<file path="src/rtl/gnn_operand_sequencer.sv">
`default_nettype none
// ============================================================================
// Module      : gnn_operand_sequencer
// Description : Streams neighbour feature words paired with a node weight into
//               the GNN MAC core and flags when the core has absorbed each node.
// Revision    : 1.0
// ============================================================================
module gnn_operand_sequencer #(
    parameter int DATA_W   = 128,
    parameter int DEG_W    = 8,
    parameter int PIPE_LAT = 5,
    parameter int CNT_W    = 16
) (
    input  logic              clk,
    input  logic              reset,
    input  logic              desc_valid,
    output logic              desc_ready,
    input  logic [DATA_W-1:0] desc_weight,
    input  logic [DEG_W-1:0]  desc_degree,
    input  logic              feat_valid,
    output logic              feat_ready,
    input  logic [DATA_W-1:0] feat_data,
    output logic [DATA_W-1:0] input_a,
    output logic [DATA_W-1:0] input_b,
    output logic              node_done,
    output logic [CNT_W-1:0]  nodes_done_cnt,
    output logic              busy
);

    localparam logic [0:0]       c_ST_IDLE   = 1'b0;
    localparam logic [0:0]       c_ST_STREAM = 1'b1;
    localparam logic [DEG_W-1:0] c_DEG_ONE   = {{(DEG_W-1){1'b0}}, 1'b1};
    localparam logic [CNT_W-1:0] c_CNT_ONE   = {{(CNT_W-1){1'b0}}, 1'b1};

    logic [0:0]          r_state;
    logic [DATA_W-1:0]   r_weight;
    logic [DEG_W-1:0]    r_remaining;
    logic [DATA_W-1:0]   r_input_a;
    logic [DATA_W-1:0]   r_input_b;
    logic [PIPE_LAT-1:0] r_delay;
    logic                r_node_done;
    logic [CNT_W-1:0]    r_nodes_done_cnt;

    logic                w_desc_fire;
    logic                w_feat_fire;
    logic                w_last_beat;
    logic                w_inject;
    logic [PIPE_LAT-1:0] w_delay_next;

    assign desc_ready  = (r_state == c_ST_IDLE);
    assign feat_ready  = (r_state == c_ST_STREAM);
    assign w_desc_fire = desc_valid && desc_ready;
    assign w_feat_fire = feat_valid && feat_ready;
    assign w_last_beat = w_feat_fire && (r_remaining == c_DEG_ONE);

    // A node completes either on its final beat or, with no neighbours, on acceptance.
    assign w_inject = w_last_beat || (w_desc_fire && (desc_degree == '0));

    generate
        if (PIPE_LAT == 1) begin : g_delay_single
            assign w_delay_next = w_inject;
        end else begin : g_delay_shift
            assign w_delay_next = {r_delay[PIPE_LAT-2:0], w_inject};
        end
    endgenerate

    always_ff @(posedge clk) begin
        if (reset) begin
            r_state          <= c_ST_IDLE;
            r_weight         <= '0;
            r_remaining      <= '0;
            r_input_a        <= '0;
            r_input_b        <= '0;
            r_delay          <= '0;
            r_node_done      <= 1'b0;
            r_nodes_done_cnt <= '0;
        end else begin
            // The core multiplies every cycle, so idle cycles must present zeros.
            if (w_feat_fire) begin
                r_input_a <= feat_data;
                r_input_b <= r_weight;
            end else begin
                r_input_a <= '0;
                r_input_b <= '0;
            end

            case (r_state)
                c_ST_IDLE: begin
                    if (w_desc_fire) begin
                        r_weight <= desc_weight;
                        if (desc_degree != '0) begin
                            r_remaining <= desc_degree;
                            r_state     <= c_ST_STREAM;
                        end
                    end
                end
                c_ST_STREAM: begin
                    if (w_feat_fire) begin
                        r_remaining <= r_remaining - c_DEG_ONE;
                        if (w_last_beat) begin
                            r_state <= c_ST_IDLE;
                        end
                    end
                end
                default: begin
                    r_state <= c_ST_IDLE;
                end
            endcase

            r_delay     <= w_delay_next;
            r_node_done <= r_delay[PIPE_LAT-1];
            if (r_delay[PIPE_LAT-1]) begin
                r_nodes_done_cnt <= r_nodes_done_cnt + c_CNT_ONE;
            end
        end
    end

    assign input_a        = r_input_a;
    assign input_b        = r_input_b;
    assign node_done      = r_node_done;
    assign nodes_done_cnt = r_nodes_done_cnt;
    assign busy           = (r_state != c_ST_IDLE) || (|r_delay);

endmodule
`default_nettype wire

</file>
<file path="config.mk">
export PLATFORM = sky130hd
export DESIGN_NAME = gnn_operand_sequencer
export DESIGN_NICKNAME = d
export VERILOG_FILES = /design/src/rtl/gnn_operand_sequencer.sv
export SDC_FILE = /design/constraint.sdc
export NUM_CORES = 1
export LEC_CHECK = 0
export BUFFER_PORTS_ARGS = -buffer_cell sky130_fd_sc_hd__buf_2
export CAP_MARGIN = 25
export CORE_AREA = 4 4 207 209
export CTS_CLUSTER_SIZE = 8
export DETAILED_ROUTE_END_ITERATION = 10
export DIE_AREA = 0 0 211 213
export GPL_TIMING_DRIVEN = 0
export SLEW_MARGIN = 20
export SYNTH_ARGS = -nofsm -noshare
export SYNTH_HDL_FRONTEND = slang
export SYNTH_SLANG_ARGS = --single-unit
</file>
<file path="constraint.sdc">
create_clock -name clk -period 4.5 [get_ports clk]
set_input_delay 0.9 -clock clk [delete_from_list [all_inputs] [get_ports clk]]
set_output_delay 0.9 -clock clk [all_outputs]
set_load 0.01 [all_outputs]
</file>
Yosys cells after proc, flatten, opt, wreduce, memory -nomap -nowiden. Index checks and enable logic that the tools add are counted.

Flip-flop bits (word level): 415. Bits in latches: 0. RAM bits: 0. ROM bits: 0. Output and inout bits: 276. Word-level logic and storage cells: 37. Memories: 0.

Add/subtract/negate cells: 2. $mul: 0. Divide/modulo/power cells: 0. Order comparisons: 0. Equality and inequality tests: 4. Shift-type cells: 0. Multiplexer cells: 9. Bitwise operators: 2. Reductions and logical operators: 12.

Operator list (number): 8-bit 2-to-1 mux (3); 16-bit by 1-bit adder with 16-bit output, second input constant (1); 8-bit one-hot mux with 2 select lines (1); 8-bit by 1-bit == test with 1-bit output, second input constant (1); 8-bit logical NOT (1); 8-bit nonzero test (1); 8-bit by 1-bit subtractor with 8-bit output, second input constant (1); 2-bit by 1-bit inequality test with 1-bit output, second input constant (3); 5-bit OR reduction (1); 1-bit logical AND (4); 1-bit 2-to-1 mux (4); 3-bit AND reduction (1); 1-bit logical OR (2); 1-bit inverter (2); 1-bit one-hot mux with 2 select lines (1); 2-bit AND reduction (1); 2-bit OR reduction (1).

Depth between registers and ports, before layout. Gate-level depths: netlist (run 1).

Depth in word-level cells: 5. Depth in mapped cells: 6. Depth with buffers taken out: 6.

Worst setup path before layout (run 1). No wires, ideal clock.

Path type: input port to flip-flop. Start point: input desc_degree[6]. End point: register r_remaining[3]. Library setup time: 0.132 ns. Data arrival time: 1.830 ns. Setup slack: 2.538 ns. Stages on the path: 4. Path buffers: 0. Cell sequence: nor4_1 a21oi_1 nor2_1 o32ai_1.

Word-level cells in the longest chain between the ends: 3.

RTL lines: from (decl) (RTL line 19) `input logic [DEG_W-1:0] desc_degree,`; 8-bit nonzero test (RTL line 91) `if (desc_degree != '0) begin`; 2-bit by 1-bit inequality test with 1-bit output (no source line); 3-bit AND reduction (no source line); to (signal assigned) (RTL line 92) `r_remaining <= desc_degree;`; to (signal assigned) (RTL line 99) `r_remaining <= r_remaining - c_DEG_ONE;`; to (decl) (RTL line 37) `logic [DEG_W-1:0] r_remaining;`.

No other way between the ends. A chain may end at the register's enable or synchronous reset.

Worst setup path after layout (run 1).
Start point: register r_state (netlist: feat_ready). End point: output desc_ready.

Word-level cells in the longest chain between the ends: 1.

RTL lines: from (decl) (RTL line 35) `logic [0:0] r_state;`; from (signal assigned) (RTL line 69) `r_state <= c_ST_IDLE;`; from (signal assigned) (RTL line 93) `r_state <= c_ST_STREAM;`; from (signal assigned) (RTL line 101) `r_state <= c_ST_IDLE;`; 1-bit inverter; to (decl) (RTL line 17) `output logic desc_ready,`.

No other way between the ends.

==> results of run 1 <==
power groups by stage:
stage / logic [mW] / registers, mW / clock network (mW)
after floorplan: 0.233 / 3.92 / 0
after global placement: 0.496 / 3.91 / 0
after detailed placement: 0.502 / 3.91 / 0
after CTS: 0.506 / 3.84 / 3.89
after global routing: 0.558 / 3.85 / 4.04
final: 0.497 / 3.84 / 3.77
stage by stage:
step                utilization  hold slack, ps  cells
floorplan                     -             430   1269
global placement          0.394             434   2344
detailed placement        0.394             439   2344
CTS                       0.431             448   2409
global route              0.431             458   2413
finish                    0.432             446   2422
metal layers:
metal / track usage / up-vias / wire length (um)
li1: - / 5237 / -
met1: 0.203 / 4923 / 16500
met2: 0.314 / 426 / 21400
met3: 0.0629 / 98 / 3760
met4: 0.0767 / 14 / 1550
met5: 0 / - / 104
sequential cells by signal (all words and copies together), names as in the netlist:
register,cells
input_b,128
r_weight,128
input_a,128
nodes_done_cnt,16
node_done,1
r_delay,5
r_remaining,8
feat_ready,1
Yosys cell counts, types with 2 or more instances:
cell type,count
dfxtp_1,415
nand2_1,263
and2_1,257
a21oi_1,140
clkbuf_1,51
nor2_1,22
buf_2,19
nand3_1,10
nor2b_1,8
buf_1,6
nand2b_1,6
xor2_1,6
nand4_1,5
nor4_1,5
o32ai_1,5
xnor2_1,5
and3_1,4
inv_1,4
nor3_1,4
ha_1,3
a2bb2oi_1,2
a31oi_1,2
and4_1,2
buf_6,2
mux2_2,2
mux2i_1,2
o21ai_0,2
or3_1,2
final timing paths:
| kind | slack, ps | startpoint | to | cells after the start |
|---|---|---|---|---|
| hold reg to reg | 450 | r_weight[32]$_SDFFE_PP0P_ | r_weight[32]$_SDFFE_PP0P_ | 2 |
| hold / removal | 450 | r_weight[32]$_SDFFE_PP0P_ | r_weight[32]$_SDFFE_PP0P_ | 2 |
| setup reg to reg | 2280 | feat_ready$_SDFF_PP0_ | input_b[48]$_SDFF_PP0_ | 5 |
| setup / recovery | 1770 | feat_ready$_SDFF_PP0_ | desc_ready | 4 |
cell usage in the layout (no fill, tap or decap), types with 8 or more instances in the layout:
cell / netlist / final
and2_1: 257 / 257
nor2b_1: 8 / 8
nand3_1: 10 / 10
nor2_1: 22 / 22
clkbuf_1: 51 / 54
diode_2: 0 / 13
buf_2: 19 / 562
clkbuf_16: 0 / 59
a21oi_1: 140 / 140
dfxtp_1: 415 / 415
nand2_1: 263 / 263
kinds of logic after synthesis:
logic type	Yosys count
DFF	415
xor gates and xnor gates	11
buffers and inverters	83
and+or+nand+nor	594
muxes	4
AOI/OAI and AO/OA	159
adders and majority gates	3
critical path, delay by kind of cell (launching register included):
family | cells | cell delay [ps]
buffers and inverters | 4 | 840
DFF | 1 | 430
cell type report:
class / instances / area [um^2] / share of cell area
Timing Repair Buffer: 543 / 2720 / 0.154
Antenna cell: 13 / 32.5 / 0.00185
Inverter: 4 / 15.0 / 0.000852
Tap cell: 532 / 666 / 0.0378
Sequential cell: 415 / 8310 / 0.471
Buffer: 79 / 339 / 0.0192
Multi-Input combinational cell: 771 / 4040 / 0.229
Clock inverter: 3 / 18.8 / 0.00107
Clock buffer: 62 / 1490 / 0.0844
==> results.cfg, run 1 <==
[run_status]
status = complete, no violations

[sta]
grt_setup_unrepaired = no
worst_pin_slew_ps = 980
setup-violations-final = 0
tns_ps = 0
postLayoutSetupSlackWorst_ps = 1770
hold_viol = 0
period_share = 0.608
timing.slew.headroom = 0.346
finClkSkew_ps = 12.1
report.final.slew_viol_count = 0
timing.final.crit_period_ps = 2730
clock.fmax_mhz = 366

[cts]
cts_setup_buffers = 0
hold_buffers_post_cts = 0
number_of_clock_buffers_inserted_by_tritoncts = 58
cts.clk_slew.worst_paths_ps = 50
tritoncts_clock_tree = yes
post_cts.resized_instances = 0
latest_clock_arrival_within_the_worst_skew_pair_ps = 570
ctsRootBufferMaster = clkbuf_16
cts.htree.levels = 2
cts.sinks = 415
cts-root-to-sink-buffers = 3

[detailed_routing]
first_pass_iters = 4
dr.first_iter.drc_count = 542
ant_nets = 0
vias_per_cell = 4.42
num_vias = 10700
drc = 0
routed_wl_um = 43300
detail_route.wl_per_cell_um = 17.9

[die]
design.die.area_um2 = 44900
placeableCoreArea_um2 = 40800
die_y_um = 213
boundaryPins = 544
chipWidth_um = 211
initial_utilization = 0.311
core.rowCount = 74

[synth]
synth.top_cell.area_share = 0.654
yosys.area.top_type = dfxtp_1
syn-mean-instance-area_um2 = 10.0
synth_top_family_by_area = simple AND/OR/NAND/NOR gates
synth_cell_types = 43
synth.net_count = 1540
synthesis.instances = 1269
synth_compound_gate_area_share = 0.0667
synth-adder-area-share = 0.00296
synth_area_um2 = 12700
synth_seq_area_share = 0.654
yosys_warnings = 0
synth_xor_area_frac = 0.00759
synth_enable_flop_cells = 0
postSynth.topFlopCell = dfxtp_1
yosys.area_share.simple = 0.237
async_set_or_reset_register_ratio_after_synthesis = 0
synth.area.top_cells = dfxtp_1 (65%), and2_1 (13%), nand2_1 (7.8%)
synth_mux_area_frac = 0.00335
ys_seq_elements = 415

[critical_path]
critical_path.most_common_cell = buf_2
endpoint_kind = output port
setup.worst_path.class = reg -> out
required_ps = 3600
timing.critical_path.from_type = flop
cp_data_arrival_time_ps = 1830
cell_with_the_largest_stage_delay_on_the_worst_path = dfxtp_1
cp_cell_sequence = buf_2 -> inv_1 -> buf_2 -> buf_2
critical_path.max_fanout = 10
cp_slowest_stage_delay_ps = 430

[power_and_ir_drop]
power_switching_mw = 1.82
combPwrFrac = 0.061
p_total_mw = 8.11
cell_internal_pwr_mw = 6.29
leakage_power_figure_nw = 8.39
power_frac_seq = 0.474
max-vdd-ir-drop_uv = 289
power.switching_fraction = 0.225
pwr-share-clk = 0.465
cellPowerDensity_nw_per_um2 = 460

[grt]
antenna_found_initial = 17
largest_net_degree_at_the_start_of_global_routing = 15
gr-usage-all-layers = 0.181
grt_overflow_total = 0
grt_pass1_vias = 10700
wire_length_of_the_first_global_routing_pass_um = 62500

[cells_and_area]
filler_cell_count = 4080
layout-drive-gt1-share = 0.337
syn_to_final_growth_pct = 38.8
design.final.nets = 2143
finish.instance_area_um2 = 17600

[placed_design]
dpl-instance-area_um2 = 16100
gp_congestion = 0.894
detailedPlace.worstSlack_ps = 1510
hpwl_um = 33100
port-buffer-count = 543

[run]
drv.max_cap_violation_count = 0

[hold_path]
hold_path.class = reg -> reg
Note: power is estimated with default switching activity, not from simulation.
==> run 2, diff against run 1 <==
--- a/config.mk
+++ b/config.mk
@@ -7,10 +7,10 @@
 export LEC_CHECK = 0
 export BUFFER_PORTS_ARGS = -buffer_cell sky130_fd_sc_hd__buf_2
 export CAP_MARGIN = 25
-export CORE_AREA = 4 4 207 209
+export CORE_AREA = 4 4 208 210
 export CTS_CLUSTER_SIZE = 8
 export DETAILED_ROUTE_END_ITERATION = 10
-export DIE_AREA = 0 0 211 213
+export DIE_AREA = 0 0 212 214
 export GPL_TIMING_DRIVEN = 0
 export SLEW_MARGIN = 20
 export SYNTH_ARGS = -nofsm -noshare
==> constraint.sdc (replaced) <==
create_clock -name clk -period 2.8 [get_ports clk]
set_input_delay 0.56 -clock clk [delete_from_list [all_inputs] [get_ports clk]]
set_output_delay 0.56 -clock clk [all_outputs]
set_load 0.01 [all_outputs]
==> run 2 against run 1 <==
  * Final cell count hardly changed
  * Wire length up 3.5%
  * Cell area hardly changed
  * Largest cell class unchanged
==> results.cfg, run 2 (synthesized netlist as in run 1, its figures left out) <==
[sta]
tns_ps = 0
timing.slew.headroom = 0.382
grt_setup_unrepaired = no
fin_hold_ws_ps = 172
hold_viol = 0
setup-violations-final = 0
clock.fmax_mhz = 425
period_share = 0.839
finClkSkew_ps = 16.5
timing.final.crit_period_ps = 2350
worst_pin_slew_ps = 928
report.final.slew_viol_count = 0

[placed_design]
gp_congestion = 0.891
place.detailed.instances = 2352
port-buffer-count = 543
hpwl_um = 34600

[critical_path]
regToRegSetupSlack_ps = 570
rr_endpoint = input_a[108]$_SDFF_PP0_
critical_path.most_common_cell = buf_2
crit_path_end = desc_ready
cp_data_arrival_time_ps = 1790
endpoint_kind = output port
worst_setup_path_startpoint = feat_ready$_SDFF_PP0_
cell_with_the_largest_stage_delay_on_the_worst_path = dfxtp_1
cp_top_family = buffers and inverters
critical_path.max_fanout = 10
ff2ff_path_depth = 5
cp.buffers_inverters = 4
rr_startpoint = feat_ready$_SDFF_PP0_
required_ps = 2240
setup.worst_path.class = reg -> out
cp_slowest_stage_delay_ps = 410
cp_cell_sequence = buf_2 -> inv_1 -> buf_2 -> buf_2
timing.critical_path.from_type = flop
cp_num_cells = 4

[grt]
grt_pass1_vias = 10800
grt_overflow_total = 0
gr-usage-all-layers = 0.190
met1_track_demand_over_resource = 0.215
antenna_found_initial = 20
wire_length_of_the_first_global_routing_pass_um = 65700
grt_most_used_layer = met2
largest_net_degree_at_the_start_of_global_routing = 15
global_route_track_usage_on_met2 = 0.323
groute.layer.met3.usage = 0.0646

[cts]
tritoncts_clock_tree = yes
post_cts.resized_instances = 0
ctsRootBufferMaster = clkbuf_16
number_of_clock_buffers_inserted_by_tritoncts = 58
cts.sinks = 415
cts.htree.levels = 2
latest_clock_arrival_within_the_worst_skew_pair_ps = 580
cts_setup_buffers = 0
cts-root-to-sink-buffers = 3
cts.clk_slew.worst_paths_ps = 50
hold_buffers_post_cts = 0

[cells_and_area]
layout.cells.most_common_list = buf_2 (562), dfxtp_1 (415), nand2_1 (263)
post_layout_nonfiller_instances = 2424
final_common_cell = buf_2
layout-drive-gt1-share = 0.337
design.final.nets = 2144
syn_to_final_growth_pct = 38.8
final_util = 0.424

[detailed_routing]
ant_nets = 0
first_pass_iters = 5
detail_route.wl_per_cell_um = 18.5
num_vias = 10700
drc = 0
vias_per_cell = 4.42
routed_wl_um = 44800
dr.first_iter.drc_count = 481

[run]
drv.max_cap_violation_count = 0

[die]
initial_utilization = 0.305
boundaryPins = 544
placeableCoreArea_um2 = 41600
design.die.area_um2 = 45400
die_y_um = 214
chipWidth_um = 212
core.rowCount = 75

[power_and_ir_drop]
leakage_power_figure_nw = 8.40
p_total_mw = 13.0
max-vdd-ir-drop_uv = 456
cellPowerDensity_nw_per_um2 = 739

[run_status]
status = complete, no violations

[hold_path]
hold_path.class = in -> reg
## run 2: worst register-to-register path, cell delays in order (launching register included)
cell,delay (ps)
dfxtp_1,410
nand2_2,180
nor2_1,290
buf_1,740
clkbuf_1,380
and2_1,190
## run 2: per-stage QoR
stage	cell area (um^2)	worst slack, ps
CTS	17600	427
finish	17600	450
global route	17600	342
global placement	16100	103
floorplan	12700	1180
detailed placement	16100	82.7
## run 2: area by class of cell
type / count / area [um^2]
flip-flops and latches: 415 / 8310
diodes: 7 / 17.5
fillers: 4119 / 23900
multi-input cells: 771 / 4040
plain buffers: 79 / 339
inverters: 4 / 15.0
clock inverters: 3 / 18.8
clock buffers: 62 / 1490
repair buffers: 544 / 2730
well taps: 539 / 674
## run 2: worst min path at each step
stage	from	to	slack [ps]	depth (start not counted)
floorplan	r_weight[0]$_SDFFE_PP0P_	input_b[0]$_SDFF_PP0_	430	1
global placement	r_weight[36]$_SDFFE_PP0P_	input_b[36]$_SDFF_PP0_	430	1
detailed placement	r_weight[80]$_SDFFE_PP0P_	input_b[80]$_SDFF_PP0_	440	1
CTS	feat_data[127]	input_a[127]$_SDFF_PP0_	130	2
global route	feat_data[105]	input_a[105]$_SDFF_PP0_	150	2
finish	feat_data[11]	input_a[11]$_SDFF_PP0_	170	2
## run 2: routing by layer
metal | routed length [um] | vias up | part of all wire
met5 | 172 | - | 0.0038
met4 | 1880 | 26 | 0.042
met3 | 3690 | 123 | 0.082
met2 | 21800 | 402 | 0.49
met1 | 17200 | 4929 | 0.38
li1 | - | 5227 | -
## run 2: power by group
part	switching [mW]	internal [mW]
logic	0.466	0.343
clock network	2.38	3.66
registers	0.0782	6.10
